**src/rtl/control_unit_fsm.sv**
```systemverilog
// Multi-cycle LEGv8 control unit: fetch/decode/sequence, drives 29-bit control word and constant K.
// Latency: 2 cycles per instruction (ALU/imm/STUR/B/BR/B.cond), 3 for LDUR and CBZ/CBNZ.
// Backpressure: none; the FSM advances every clock, and HALT is left only through reset.
//
// Ports:
//   clock        rising-edge clock
//   reset        asynchronous active-high reset, returns to FETCH
//   instruction  32-bit instruction word at current PC (combinational ROM output)
//   status       datapath status register {V,C,N,Z}
//   controlWord  {PS[1:0],DA[4:0],SA[4:0],SB[4:0],FS[4:0],regW,ramW,selD[1:0],selB,PCsel,SL}
//   K            64-bit constant (B operand when selB=1, PC input when PCsel=1)
//   state        FSM state code: FETCH=0, EXEC=1, MEM=2, COND=3, HALT=4
//   halted       high while in HALT
module control_unit_fsm (
    input  logic        clock,
    input  logic        reset,
    input  logic [31:0] instruction,
    input  logic [3:0]  status,
    output logic [28:0] controlWord,
    output logic [63:0] K,
    output logic [2:0]  state,
    output logic        halted
);

    localparam logic [4:0] FS_AND = 5'b00000;
    localparam logic [4:0] FS_OR  = 5'b00100;
    localparam logic [4:0] FS_XOR = 5'b01100;
    localparam logic [4:0] FS_ADD = 5'b01000;
    localparam logic [4:0] FS_SUB = 5'b01001;

    localparam logic [1:0] PS_HOLD = 2'b00;
    localparam logic [1:0] PS_INC  = 2'b01;
    localparam logic [1:0] PS_LOAD = 2'b10;
    localparam logic [1:0] PS_REL  = 2'b11;

    localparam logic [1:0] SELD_RAM = 2'b00;
    localparam logic [1:0] SELD_ALU = 2'b01;

    localparam logic [10:0] OP_ADD  = 11'b10001011000;
    localparam logic [10:0] OP_SUB  = 11'b11001011000;
    localparam logic [10:0] OP_AND  = 11'b10001010000;
    localparam logic [10:0] OP_ORR  = 11'b10101010000;
    localparam logic [10:0] OP_EOR  = 11'b11001010000;
    localparam logic [10:0] OP_LDUR = 11'b11111000010;
    localparam logic [10:0] OP_STUR = 11'b11111000000;
    localparam logic [10:0] OP_BR   = 11'b11010110000;
    localparam logic [9:0]  OP_ADDI = 10'b1001000100;
    localparam logic [9:0]  OP_SUBI = 10'b1101000100;
    localparam logic [7:0]  OP_CBZ  = 8'b10110100;
    localparam logic [7:0]  OP_CBNZ = 8'b10110101;
    localparam logic [7:0]  OP_BCND = 8'b01010100;
    localparam logic [5:0]  OP_B    = 6'b000101;

    typedef enum logic [2:0] {
        S_FETCH = 3'd0,
        S_EXEC  = 3'd1,
        S_MEM   = 3'd2,
        S_COND  = 3'd3,
        S_HALT  = 3'd4
    } state_t;

    state_t      r_state;
    state_t      w_next_state;
    logic [31:0] r_ir;

    logic [1:0]  w_ps;
    logic [4:0]  w_da;
    logic [4:0]  w_sa;
    logic [4:0]  w_sb;
    logic [4:0]  w_fs;
    logic        w_regw;
    logic        w_ramw;
    logic [1:0]  w_seld;
    logic        w_selb;
    logic        w_pcsel;
    logic        w_sl;
    logic [63:0] w_k;

    logic [10:0] w_op11;
    logic [9:0]  w_op10;
    logic [7:0]  w_op8;
    logic [5:0]  w_op6;
    logic [4:0]  w_rd;
    logic [4:0]  w_rn;
    logic [4:0]  w_rm;
    logic [63:0] w_k_imm12;
    logic [63:0] w_k_dt;
    logic [63:0] w_k_br;
    logic [63:0] w_k_cb;
    logic        w_z;
    logic        w_n;
    logic        w_c;
    logic        w_v;
    logic        w_bcond_taken;
    logic        w_cb_taken;

    assign w_op11 = r_ir[31:21];
    assign w_op10 = r_ir[31:22];
    assign w_op8  = r_ir[31:24];
    assign w_op6  = r_ir[31:26];
    assign w_rd   = r_ir[4:0];
    assign w_rn   = r_ir[9:5];
    assign w_rm   = r_ir[20:16];

    assign w_k_imm12 = {52'd0, r_ir[21:10]};
    assign w_k_dt    = {{55{r_ir[20]}}, r_ir[20:12]};
    assign w_k_br    = {{38{r_ir[25]}}, r_ir[25:0]};
    assign w_k_cb    = {{45{r_ir[23]}}, r_ir[23:5]};

    assign w_z = status[0];
    assign w_n = status[1];
    assign w_c = status[2];
    assign w_v = status[3];

    always_comb begin
        w_bcond_taken = 1'b0;
        case (r_ir[3:0])
            4'b0000: w_bcond_taken = w_z;
            4'b0001: w_bcond_taken = ~w_z;
            4'b0010: w_bcond_taken = w_c;
            4'b0011: w_bcond_taken = ~w_c;
            4'b1010: w_bcond_taken = (w_n == w_v);
            4'b1011: w_bcond_taken = (w_n != w_v);
            4'b1100: w_bcond_taken = ~w_z & (w_n == w_v);
            4'b1101: w_bcond_taken = w_z | (w_n != w_v);
            4'b1110: w_bcond_taken = 1'b1;
            default: w_bcond_taken = 1'b0;
        endcase
    end

    // Bit 24 separates CBNZ from CBZ; Z reflects the OR of Rt with XZR done in EXEC.
    assign w_cb_taken = r_ir[24] ? ~w_z : w_z;

    always_ff @(posedge clock or posedge reset) begin
        if (reset) begin
            r_state <= S_FETCH;
            r_ir    <= 32'd0;
        end else begin
            r_state <= w_next_state;
            if (r_state == S_FETCH) begin
                r_ir <= instruction;
            end
        end
    end

    always_comb begin
        w_next_state = r_state;
        w_ps    = PS_HOLD;
        w_da    = 5'd0;
        w_sa    = 5'd0;
        w_sb    = 5'd0;
        w_fs    = FS_AND;
        w_regw  = 1'b0;
        w_ramw  = 1'b0;
        w_seld  = SELD_RAM;
        w_selb  = 1'b0;
        w_pcsel = 1'b0;
        w_sl    = 1'b0;
        w_k     = 64'd0;

        case (r_state)
            S_FETCH: w_next_state = S_EXEC;

            S_EXEC: begin
                // Longest opcode fields are tested first so a shorter pattern never shadows them.
                if (w_op11 == OP_ADD || w_op11 == OP_SUB || w_op11 == OP_AND ||
                    w_op11 == OP_ORR || w_op11 == OP_EOR) begin
                    w_da   = w_rd;
                    w_sa   = w_rn;
                    w_sb   = w_rm;
                    w_regw = 1'b1;
                    w_seld = SELD_ALU;
                    w_sl   = 1'b1;
                    w_ps   = PS_INC;
                    case (w_op11)
                        OP_ADD:  w_fs = FS_ADD;
                        OP_SUB:  w_fs = FS_SUB;
                        OP_AND:  w_fs = FS_AND;
                        OP_ORR:  w_fs = FS_OR;
                        default: w_fs = FS_XOR;
                    endcase
                    w_next_state = S_FETCH;
                end else if (w_op11 == OP_LDUR) begin
                    // Address phase only; the register write happens in MEM.
                    w_k    = w_k_dt;
                    w_sa   = w_rn;
                    w_da   = w_rd;
                    w_selb = 1'b1;
                    w_fs   = FS_ADD;
                    w_seld = SELD_RAM;
                    w_next_state = S_MEM;
                end else if (w_op11 == OP_STUR) begin
                    w_k    = w_k_dt;
                    w_sa   = w_rn;
                    w_sb   = w_rd;
                    w_selb = 1'b1;
                    w_fs   = FS_ADD;
                    w_ramw = 1'b1;
                    w_ps   = PS_INC;
                    w_next_state = S_FETCH;
                end else if (w_op11 == OP_BR) begin
                    w_sa = w_rn;
                    w_ps = PS_LOAD;
                    w_next_state = S_FETCH;
                end else if (w_op10 == OP_ADDI || w_op10 == OP_SUBI) begin
                    w_k    = w_k_imm12;
                    w_da   = w_rd;
                    w_sa   = w_rn;
                    w_selb = 1'b1;
                    w_fs   = (w_op10 == OP_ADDI) ? FS_ADD : FS_SUB;
                    w_regw = 1'b1;
                    w_seld = SELD_ALU;
                    w_sl   = 1'b1;
                    w_ps   = PS_INC;
                    w_next_state = S_FETCH;
                end else if (w_op8 == OP_CBZ || w_op8 == OP_CBNZ) begin
                    // Rt OR XZR sets Z in the status register, tested next cycle in COND.
                    w_sa = w_rd;
                    w_sb = 5'd31;
                    w_fs = FS_OR;
                    w_sl = 1'b1;
                    w_next_state = S_COND;
                end else if (w_op8 == OP_BCND) begin
                    w_k = w_k_cb;
                    if (w_bcond_taken) begin
                        w_pcsel = 1'b1;
                        w_ps    = PS_REL;
                    end else begin
                        w_ps = PS_INC;
                    end
                    w_next_state = S_FETCH;
                end else if (w_op6 == OP_B) begin
                    w_k     = w_k_br;
                    w_pcsel = 1'b1;
                    w_ps    = PS_REL;
                    w_next_state = S_FETCH;
                end else begin
                    w_next_state = S_HALT;
                end
            end

            S_MEM: begin
                w_k    = w_k_dt;
                w_sa   = w_rn;
                w_da   = w_rd;
                w_selb = 1'b1;
                w_fs   = FS_ADD;
                w_seld = SELD_RAM;
                w_regw = 1'b1;
                w_ps   = PS_INC;
                w_next_state = S_FETCH;
            end

            S_COND: begin
                w_k = w_k_cb;
                if (w_cb_taken) begin
                    w_pcsel = 1'b1;
                    w_ps    = PS_REL;
                end else begin
                    w_ps = PS_INC;
                end
                w_next_state = S_FETCH;
            end

            S_HALT: w_next_state = S_HALT;

            default: w_next_state = S_FETCH;
        endcase
    end

    // Writes aimed at XZR are suppressed here so every decode path gets it for free.
    assign controlWord = {w_ps, w_da, w_sa, w_sb, w_fs,
                          w_regw & (w_da != 5'd31), w_ramw, w_seld, w_selb, w_pcsel, w_sl};
    assign K      = w_k;
    assign state  = r_state;
    assign halted = (r_state == S_HALT);

endmodule
```
**config.mk**
```make
export PLATFORM = sky130hd
export DESIGN_NAME = control_unit_fsm
export DESIGN_NICKNAME = d
export VERILOG_FILES = /design/src/rtl/control_unit_fsm.sv
export SDC_FILE = /design/constraint.sdc
export NUM_CORES = 1
export LEC_CHECK = 0
export ABC_AREA = 1
export CORE_MARGIN = 3
export CORE_UTILIZATION = 40
export CTS_CLUSTER_SIZE = 8
export DETAILED_ROUTE_END_ITERATION = 8
export PLACE_DENSITY = 0.82
export REMOVE_ABC_BUFFERS = 1
export SLEW_MARGIN = 20
export SYNTH_ARGS = -nofsm -noshare
export SYNTH_HDL_FRONTEND = slang
export SYNTH_SLANG_ARGS = --single-unit
```
**constraint.sdc**
```tcl
create_clock -name clock -period 3.6 [get_ports clock]
set_input_delay 0.36 -clock clock [delete_from_list [all_inputs] [get_ports clock]]
set_output_delay 0.36 -clock clock [all_outputs]
set_load 0.1 [all_outputs]
```
==> results of run 1 <==
-- synthesized netlist by cell type --
library cell	count	area share (%)
nor3_4	2	0.97
nand2_2	2	0.37
nand4_1	5	0.94
o21ai_1	1	0.15
nor2_4	3	1.0
mux2_2	1	0.34
a211oi_1	1	0.22
nor2_8	1	0.60
nand2_4	4	1.3
xnor2_1	1	0.26
inv_2	7	0.79
nand2_1	86	9.7
inv_4	1	0.19
a21oi_4	1	0.49
a22oi_1	8	1.8
xor2_1	1	0.26
buf_1	1	0.11
nand3_2	2	0.60
a31oi_1	2	0.37
dfrtp_1	35	26
nand3_1	30	4.5
nand3b_1	1	0.22
nand2_8	1	0.60
o22ai_1	6	1.1
o21bai_1	1	0.22
inv_1	46	5.2
buf_4	46	10
nor2_1	62	7.0
o211ai_1	22	4.9
nor4_1	1	0.19
buf_2	1	0.15
nor2_2	4	0.75
o21ai_0	50	7.5
a21oi_1	49	7.3
nor3_1	12	1.8
conb_1	1	0.11
clkbuf_1	13	1.5
-- power breakdown --
part | switching [mW] | leakage (nW) | internal, mW
clock | 0.146 | 0.0422 | 0.136
combinational | 1.09 | 1.88 | 0.381
sequential | 0.283 | 0.392 | 0.586
total | 1.52 | 2.32 | 1.10
-- worst max-delay path, stage by stage (launching register included) --
cell and delay [ps]:
dfrtp_1 490, inv_2 130, nand2_4 120, nor2_1 60, nand3_2 130, nand2_4 80
nor2_8 180, nand2_8 100, inv_4 150, nand2_4 80, a21oi_4 200, nand2_1 80
nand2_1 110, buf_12 400, buf_12 240
-- worst max-delay path by stage --
| stage | startpoint | to | slack [ps] | depth (start not counted) |
|---|---|---|---|---|
| floorplan | state[0] | K[25] | -23460 | 8 |
| global placement | r_ir[22] | K[58] | 770 | 14 |
| detailed placement | r_ir[22] | K[51] | 720 | 14 |
| CTS | r_ir[22] | K[51] | 400 | 14 |
| global route | r_ir[31] | K[49] | 210 | 13 |
| finish | r_ir[22] | K[54] | 350 | 14 |
-- cell type report --
cell class | count | area (µm²)
inverter | 54 | 205
timing repair buffer | 137 | 1630
multi-input combinational | 363 | 1870
fill | 730 | 3130
clock buffer | 7 | 76.3
tap | 102 | 128
sequential | 35 | 876
clock inverter | 1 | 5.00
-- per-layer routing --
| layer | track usage (%) | up-vias | wire [µm] | share of wire (%) |
|---|---|---|---|---|
| met5 | 0 | - | 0 | 0 |
| met4 | 2.56 | 0 | 49 | 0.41 |
| met3 | 4.88 | 10 | 1180 | 9.9 |
| met2 | 40.1 | 231 | 5710 | 48 |
| met1 | 32.6 | 1772 | 4910 | 41 |
| li1 | - | 1844 | - | - |
-- cells by family after synthesis --
family          count (synthesis)
mux                             1
xor+xnor                        2
other cells                     1
compound gates                141
flops                          35
simple gates                  216
buf+inv                       115
-- stage by stage --
step	cell area (µm²)	hold WS, ps
after CTS	4790	516
after global placement	4710	569
after global routing	4790	548
final	4790	503
after detailed placement	4710	580
after floorplan	2950	511
-- flip-flops by register name, indices dropped and copies added, names as in the netlist --
register and count:
r_ir 32, state 3
==> flow_metrics.env, run 1 <==
export IMPL_status="finished clean"
export IMPL_reg2reg_depth=7
export IMPL_fin_ws_ps=346
export IMPL_power_mw=2.62
export IMPL_area_growth_syn_to_layout_pct=43.4
export IMPL_antenna_found_initial=0
export IMPL_hold_class="in2async"
export IMPL_die_w_um=97.4
export IMPL_rrSetupSlack_ps=1730
export IMPL_report_final_setup_viol=0
export IMPL_insertion_delay_ps=290
export IMPL_finalMaxSlewViolations=0
export IMPL_utilization_pct=60.5
export IMPL_grt_setup_unrepaired="false"
export IMPL_drc_errors=0
export IMPL_required_ps=3240
export IMPL_mostFrequentLayoutCells="85 x nand2_1, 62 x nor2_1, 57 x buf_4"
export IMPL_worstReg2RegStart="r_ir[29]"
export IMPL_ys_types=37
export IMPL_cts_setup_buffers=0
export IMPL_synth_fa_ha_area_share_pct=0
export IMPL_arrival_ps=2890
export IMPL_clock_skew_ps=12.3
export IMPL_cts_buffers=5
export IMPL_crit_fanout=39
export IMPL_cap_violations=0
export IMPL_synth_compound_area_share_pct=24.1
export IMPL_fin_nets=634
export IMPL_antenna_cells=0
export IMPL_ys_ff_latch=35
export IMPL_cts_hold_buf=0
export IMPL_dp_hpwl_mm=8.90
export IMPL_max_slew_margin_pct=33.1
export IMPL_vdd_drop_max_v=0.000320
export IMPL_fp_dieH_um=97.4
export IMPL_drtIter0Drc=444
export IMPL_cts_tree="done"
export IMPL_die_area_mm2=0.00949
export IMPL_syn_area_mm2=0.00334
export IMPL_port_buffers=131
export IMPL_drive_above_1_share_pct=22.3
export IMPL_vias_per_cell=5.52
export IMPL_final_hold_viol_count=0
export IMPL_initial_core_util_pct=42.2
export IMPL_fin_setup_tns_ps=0
export IMPL_yosys_warnings=0
export IMPL_synthCells=511
export IMPL_cts_resized=0
export IMPL_clkTransAtPathRegs_ps=80
export IMPL_grt_max_degree=65
export IMPL_vias=3857
export IMPL_synth_mux_area_share_pct=0.337
export IMPL_cts_buffer_depth=2
export IMPL_num_rows=32
export IMPL_wl_per_cell_um=16.9
export IMPL_grt_remaining_overflow=0
export IMPL_avgSynthCellArea_um2=6.54
export IMPL_place_worst_setup_slack_ps=721
export IMPL_leakage_nw=2.32
export IMPL_synth_top_family_by_area="simple AND/OR/NAND/NOR gates"
export IMPL_track_usage_pct=23.8
export IMPL_final_common_cell="nand2_1"
export IMPL_finalCriticalPeriod_ps=3250
export IMPL_gp_congestion=0.948
export IMPL_core_area_mm2=0.00793
export IMPL_crit_type="reg2out"
export IMPL_setup_worst_path_end_class="output port"
export IMPL_dp_cells=691
export IMPL_synth_simple_area_share_pct=30.5
export IMPL_htreeDepth=2
export IMPL_antenna_left=0
export IMPL_fin_crit_sh_pct=90.4
export IMPL_clock_sinks=35
export IMPL_r2r_end="state[2]"
export IMPL_worstMarginPinSlew_ps=1000
export IMPL_wirelength_mm=11.8
export IMPL_fin_cells=699
export IMPL_root_buffer="clkbuf_8"
export IMPL_ys_seq_area_share_pct=26.2
export IMPL_boundaryPins=135
export IMPL_grt_pass1_vias=3631
export IMPL_power_density_mw_per_mm2=547
export IMPL_clock_fmax_mhz=307
export IMPL_grt_pass1_wl_mm=18.9
export IMPL_synthXorXnorAreaFrac_pct=0.524
export IMPL_first_pass_iters=5
export IMPL_setup_worst_path_start_class="flip-flop"
Power figures use the tool's default switching activity.
==> inputs of run 2 (changes only) <==
--- a/config.mk
+++ b/config.mk
@@ -10,6 +10,7 @@
 export CORE_UTILIZATION = 40
 export CTS_CLUSTER_SIZE = 8
 export DETAILED_ROUTE_END_ITERATION = 8
+export GPL_TIMING_DRIVEN = 1
 export PLACE_DENSITY = 0.82
 export REMOVE_ABC_BUFFERS = 1
 export SLEW_MARGIN = 20
==> constraint.sdc (replaced) <==
create_clock -name clock -period 3.6 [get_ports clock]
set_input_delay 0.9 -clock clock [delete_from_list [all_inputs] [get_ports clock]]
set_output_delay 0.9 -clock clock [all_outputs]
set_load 0.1 [all_outputs]
==> flow_metrics.env, run 2 (synthesis gave the netlist of run 1 again) <==
export IMPL_status="finished clean"
export IMPL_max_slew_margin_pct=49.2
export IMPL_vias=4042
export IMPL_core_area_mm2=0.00793
export IMPL_fill_cells=626
export IMPL_area_growth_syn_to_layout_pct=63.2
export IMPL_leakage_nw=2.51
export IMPL_cts_buffer_depth=2
export IMPL_antenna_found_initial=0
export IMPL_clkTransAtPathRegs_ps=80
export IMPL_track_usage_pct=24.7
export IMPL_drc_errors=0
export IMPL_largest_register_ffs=32
export IMPL_fin_crit_sh_pct=96.3
export IMPL_finalCriticalPeriod_ps=3470
export IMPL_boundaryPins=135
export IMPL_multiInputGateArea_mm2=0.00188
export IMPL_seq_power_share_pct=32.0
export IMPL_crit_type="reg2out"
export IMPL_power_density_mw_per_mm2=504
export IMPL_worstMarginPinSlew_ps=760
export IMPL_antenna_left=0
export IMPL_htreeDepth=2
export IMPL_cap_violations=0
export IMPL_vdd_drop_max_v=0.000218
export IMPL_clock_skew_ps=5.88
export IMPL_cts_hold_buf=0
export IMPL_p_int_mw=1.19
export IMPL_grt_pass1_wl_mm=19.4
export IMPL_cts_buffers=5
export IMPL_grt_pass1_vias=3736
export IMPL_setup_worst_path_start_class="flip-flop"
export IMPL_cts_tree="done"
export IMPL_arrival_ps=2570
export IMPL_fin_nets=648
export IMPL_first_pass_iters=5
export IMPL_num_rows=32
export IMPL_clkPwrFrac_pct=11.7
export IMPL_swShare_pct=56.8
export IMPL_final_hold_viol_count=0
export IMPL_grt_remaining_overflow=0
export IMPL_crit_fanout=12
export IMPL_port_buffers=131
export IMPL_required_ps=2700
export IMPL_power_mw=2.75
export IMPL_ff_latch_area_um2=877
export IMPL_hold_class="reg2reg"
export IMPL_clock_sinks=35
export IMPL_clock_fmax_mhz=288
export IMPL_gp_congestion=0.947
export IMPL_wl_per_cell_um=17.8
export IMPL_root_buffer="clkbuf_8"
export IMPL_die_area_mm2=0.00949
export IMPL_fp_dieH_um=97.4
export IMPL_die_w_um=97.4
export IMPL_initial_core_util_pct=42.2
export IMPL_finalMaxSlewViolations=0
export IMPL_power_frac_comb_pct=56.2
export IMPL_power_switching_mw=1.56
export IMPL_dp_hpwl_mm=9.53
export IMPL_drtIter0Drc=558
export IMPL_regMostFlops="r_ir"
export IMPL_grt_max_degree=44
export IMPL_fin_setup_tns_ps=0
export IMPL_vias_per_cell=5.67
export IMPL_setup_worst_path_end_class="output port"
export IMPL_insertion_delay_ps=290
export IMPL_drive_above_1_share_pct=25.5
export IMPL_wirelength_mm=12.7
export IMPL_final_common_cell="nand2_1"
export IMPL_mostFrequentLayoutCells="83 x nand2_1, 80 x buf_12, 61 x nor2_1"
export IMPL_antenna_cells=0
export IMPL_report_final_setup_viol=0
## run 2: cell types whose count changed in the layout (fill, tap and decap cells not counted), sizes merged
cell,previous run,this run
clkinv,1,0
clkbuf,7,10
buf,97,112
clkdlybuf4s50,40,37
## run 2: per-stage QoR
stage	hold WS [ps]	utilization (%)	setup slack [ps]	instances	area, µm²
6_report	583	68.8	133	713	5460
3_5_place_dp	571	66.5	185	701	5280
5_1_grt	620	68.8	-17.6	713	5460
3_3_place_gp	567	66.5	278	701	5280
4_1_cts	583	67.8	7.80	709	5380
2_1_floorplan	527	-	-24000	452	2950
## run 2: path summary, 6_finish.rpt
check                                 to     start  cells past startpoint  slack (ps)
worst max-delay path               K[61]  r_ir[21]                     14         130
max in group asynchronous       r_ir[29]     reset                      3        2200
worst max register to register   r_ir[0]  state[1]                      5        1710
min in group asynchronous       r_ir[15]     reset                      3        1020
worst min-delay path            r_ir[27]  r_ir[27]                      2         580
worst min register to register  r_ir[27]  r_ir[27]                      2         580
## run 2: repair_timing
action                     in CTS  in global routing
resized for setup               1                  5
buffers inserted                0                  1
pin swaps                       0                  0
gates cloned                    0                  3
setup endpoints to repair       1                 43
## run 2: final cells by class
cell class	instances	area share [%]
flip-flops and latches	35	16.1
clock buffers	8	1.83
inverters	54	3.76
well taps	102	2.34
multi-input cells	363	34.5
repair buffers	151	41.5
## run 2: critical path, cell delays in order, from the launching register on
cell,delay [ps]
dfrtp_1,430
inv_2,100
nand2_4,120
nor2_1,60
nand3_2,130
nand2_4,80
nor2_8,180
nand2_8,90
inv_4,150
nand2_4,90
a21oi_4,160
nand2_1,110
nand2_4,160
buf_12,210
buf_12,190
## run 2: per-layer routing
layer | wire length, µm | GRT usage (%)
met4 | 256 | 5.64
met1 | 4770 | 32.5
met5 | 0 | 0
met2 | 6290 | 42.4
met3 | 1400 | 4.31
## run 2: power by group through the flow
| stage | combinational (mW) | sequential [mW] | clock (mW) |
|---|---|---|---|
| after floorplan | 0.989 | 0.849 | 0 |
| after global placement | 1.46 | 0.847 | 0 |
| after detailed placement | 1.50 | 0.863 | 0 |
| after CTS | 1.50 | 0.857 | 0.324 |
| after global routing | 1.67 | 0.900 | 0.337 |
| final | 1.55 | 0.882 | 0.323 |
==> inputs of run 3 (changes only) <==
--- a/config.mk
+++ b/config.mk
@@ -10,7 +10,7 @@
 export CORE_UTILIZATION = 40
 export CTS_CLUSTER_SIZE = 8
 export DETAILED_ROUTE_END_ITERATION = 8
-export GPL_TIMING_DRIVEN = 1
+export GPL_TIMING_DRIVEN = 0
 export PLACE_DENSITY = 0.82
 export REMOVE_ABC_BUFFERS = 1
 export SLEW_MARGIN = 20
==> flow_metrics.env, run 3 (synthesis gave the netlist of run 1 again) <==
export IMPL_grt_setup_unrepaired="true"
export IMPL_vdd_drop_max_v=0.000288
export IMPL_regMostFlops="r_ir"
export IMPL_num_rows=32
export IMPL_finalCriticalPeriod_ps=3600
export IMPL_insertion_delay_ps=290
export IMPL_grt_pass1_wl_mm=19.8
export IMPL_grt_remaining_overflow=0
export IMPL_r2r_end="r_ir[8]"
export IMPL_clock_sinks=35
export IMPL_grt_max_degree=40
export IMPL_initial_core_util_pct=42.2
export IMPL_vias_per_cell=5.57
export IMPL_fin_ws_ps=3.53
export IMPL_required_ps=2700
export IMPL_swShare_pct=55.2
export IMPL_hold_class="reg2reg"
export IMPL_rrSetupSlack_ps=1770
export IMPL_cts_tree="done"
export IMPL_boundaryPins=135
export IMPL_cts_hold_buf=0
export IMPL_area_growth_syn_to_layout_pct=38.5
export IMPL_antenna_found_initial=0
export IMPL_largest_register_ffs=32
export IMPL_place_worst_setup_slack_ps=-1330
export IMPL_final_common_cell="nand2_1"
export IMPL_fill_cells=803
export IMPL_report_final_setup_viol=0
export IMPL_reg2reg_depth=5
export IMPL_crit_type="reg2out"
export IMPL_clkPwrFrac_pct=15.4
export IMPL_fp_dieH_um=97.4
export IMPL_clock_fmax_mhz=278
export IMPL_seq_power_share_pct=30.8
export IMPL_antenna_left=0
export IMPL_fin_nets=643
export IMPL_multiInputGateArea_mm2=0.00197
export IMPL_power_frac_comb_pct=53.8
export IMPL_grt_pass1_vias=3855
export IMPL_dp_hpwl_mm=8.93
export IMPL_mostFrequentLayoutCells="80 x nand2_1, 59 x nor2_1, 50 x o21ai_0"
export IMPL_clock_skew_ps=10.5
export IMPL_hold_ws_ps=609
export IMPL_max_slew_margin_pct=32.8
export IMPL_fin_cells=708
export IMPL_setup_worst_path_end_class="output port"
export IMPL_gp_congestion=0.892
export IMPL_dp_cells=687
export IMPL_fin_crit_sh_pct=99.9
export IMPL_p_int_mw=1.28
export IMPL_die_w_um=97.4
export IMPL_ff_latch_area_um2=878
export IMPL_cts_buffers=5
export IMPL_cts_buffer_depth=2
export IMPL_root_buffer="clkbuf_8"
export IMPL_die_area_mm2=0.00949
export IMPL_status="finished clean"
export IMPL_drive_above_1_share_pct=25.7
export IMPL_finalMaxSlewViolations=0
export IMPL_setup_worst_path_start_class="flip-flop"
export IMPL_wl_per_cell_um=17.7
export IMPL_vias=3945
export IMPL_worstMarginPinSlew_ps=1000
export IMPL_crit_start="state[2]"
export IMPL_port_buffers=131
export IMPL_crit_fanout=18
export IMPL_clkTransAtPathRegs_ps=90
export IMPL_wirelength_mm=12.5
export IMPL_setup_worst_path_end="K[13]"
export IMPL_core_area_mm2=0.00793
export IMPL_cap_violations=0
export IMPL_power_mw=2.87
export IMPL_power_density_mw_per_mm2=620
export IMPL_htreeDepth=2
export IMPL_drc_errors=0
export IMPL_fin_setup_tns_ps=0
export IMPL_drtIter0Drc=281
export IMPL_leakage_nw=2.33
export IMPL_power_switching_mw=1.58
export IMPL_track_usage_pct=25.1
export IMPL_worstReg2RegStart="state[0]"
export IMPL_final_hold_viol_count=0
export IMPL_first_pass_iters=6
export IMPL_arrival_ps=2700
export IMPL_antenna_cells=0
-- run 3: cell types whose count changed in the layout (fill, tap and decap cells not counted), sizes merged --
cell | previous run | this run
clkinvlp | 0 | 1
clkdlybuf4s50 | 37 | 41
clkbuf | 10 | 25
clkdlybuf4s15 | 0 | 11
buf | 112 | 72
nand2 | 93 | 95
bufinv | 0 | 2
-- run 3: per-layer routing --
layer / wire length [µm] / global-route usage (%) / vias up
li1: - / - / 1855
met1: 5340 / 34.2 / 1836
met2: 5970 / 41.8 / 232
met3: 1090 / 4.31 / 22
met4: 148 / 5.22 / 0
met5: 0 / 0 / -
-- run 3: per-stage QoR --
stage | util, % | area, µm²
after global routing | 58.4 | 4630
after global placement | 55.3 | 4390
final | 58.4 | 4630
after floorplan | - | 2950
after CTS | 57.8 | 4590
after detailed placement | 56.1 | 4440
-- run 3: power groups by stage --
stage               logic, mW  registers, mW  clock network [mW]
floorplan               0.989          0.849                   0
global placement         1.40          0.862                   0
detailed placement       1.46          0.865                   0
CTS                      1.48          0.864               0.446
global route             1.69          0.910               0.460
finish                   1.54          0.884               0.441
-- run 3: critical path: stages (launching register included) --
cell and delay (ps):
dfrtp_1 450, inv_1 200, nand2_1 170, nor2_2 680
a21oi_1 200, nand3_1 130, clkdlybuf4s15_2 560
-- run 3: what timing repair did --
item	CTS	global route
buffers inserted	4	7
pin swaps	2	4
setup endpoints to repair	90	87
endpoints found under the hold margin	0	0
cloned	1	1
gates resized for setup	433	99
-- run 3: worst min-delay path by stage --
stage | slack, ps | start | end | cells past startpoint
finish | 610 | r_ir[10] | r_ir[10] | 2
global route | 650 | r_ir[28] | r_ir[28] | 2
CTS | 590 | r_ir[27] | r_ir[27] | 2
detailed placement | 570 | r_ir[27] | r_ir[27] | 2
global placement | 560 | r_ir[27] | r_ir[27] | 2
floorplan | 530 | r_ir[10] | r_ir[10] | 2
-- run 3: area by class of cell --
type                       count  area share, %
clock buffer                   5           1.49
timing repair buffer         144           28.3
sequential                    35           19.0
inverter                      54           4.49
multi-input combinational    365           42.6
clock inverter                 3           1.46
tap                          102           2.76
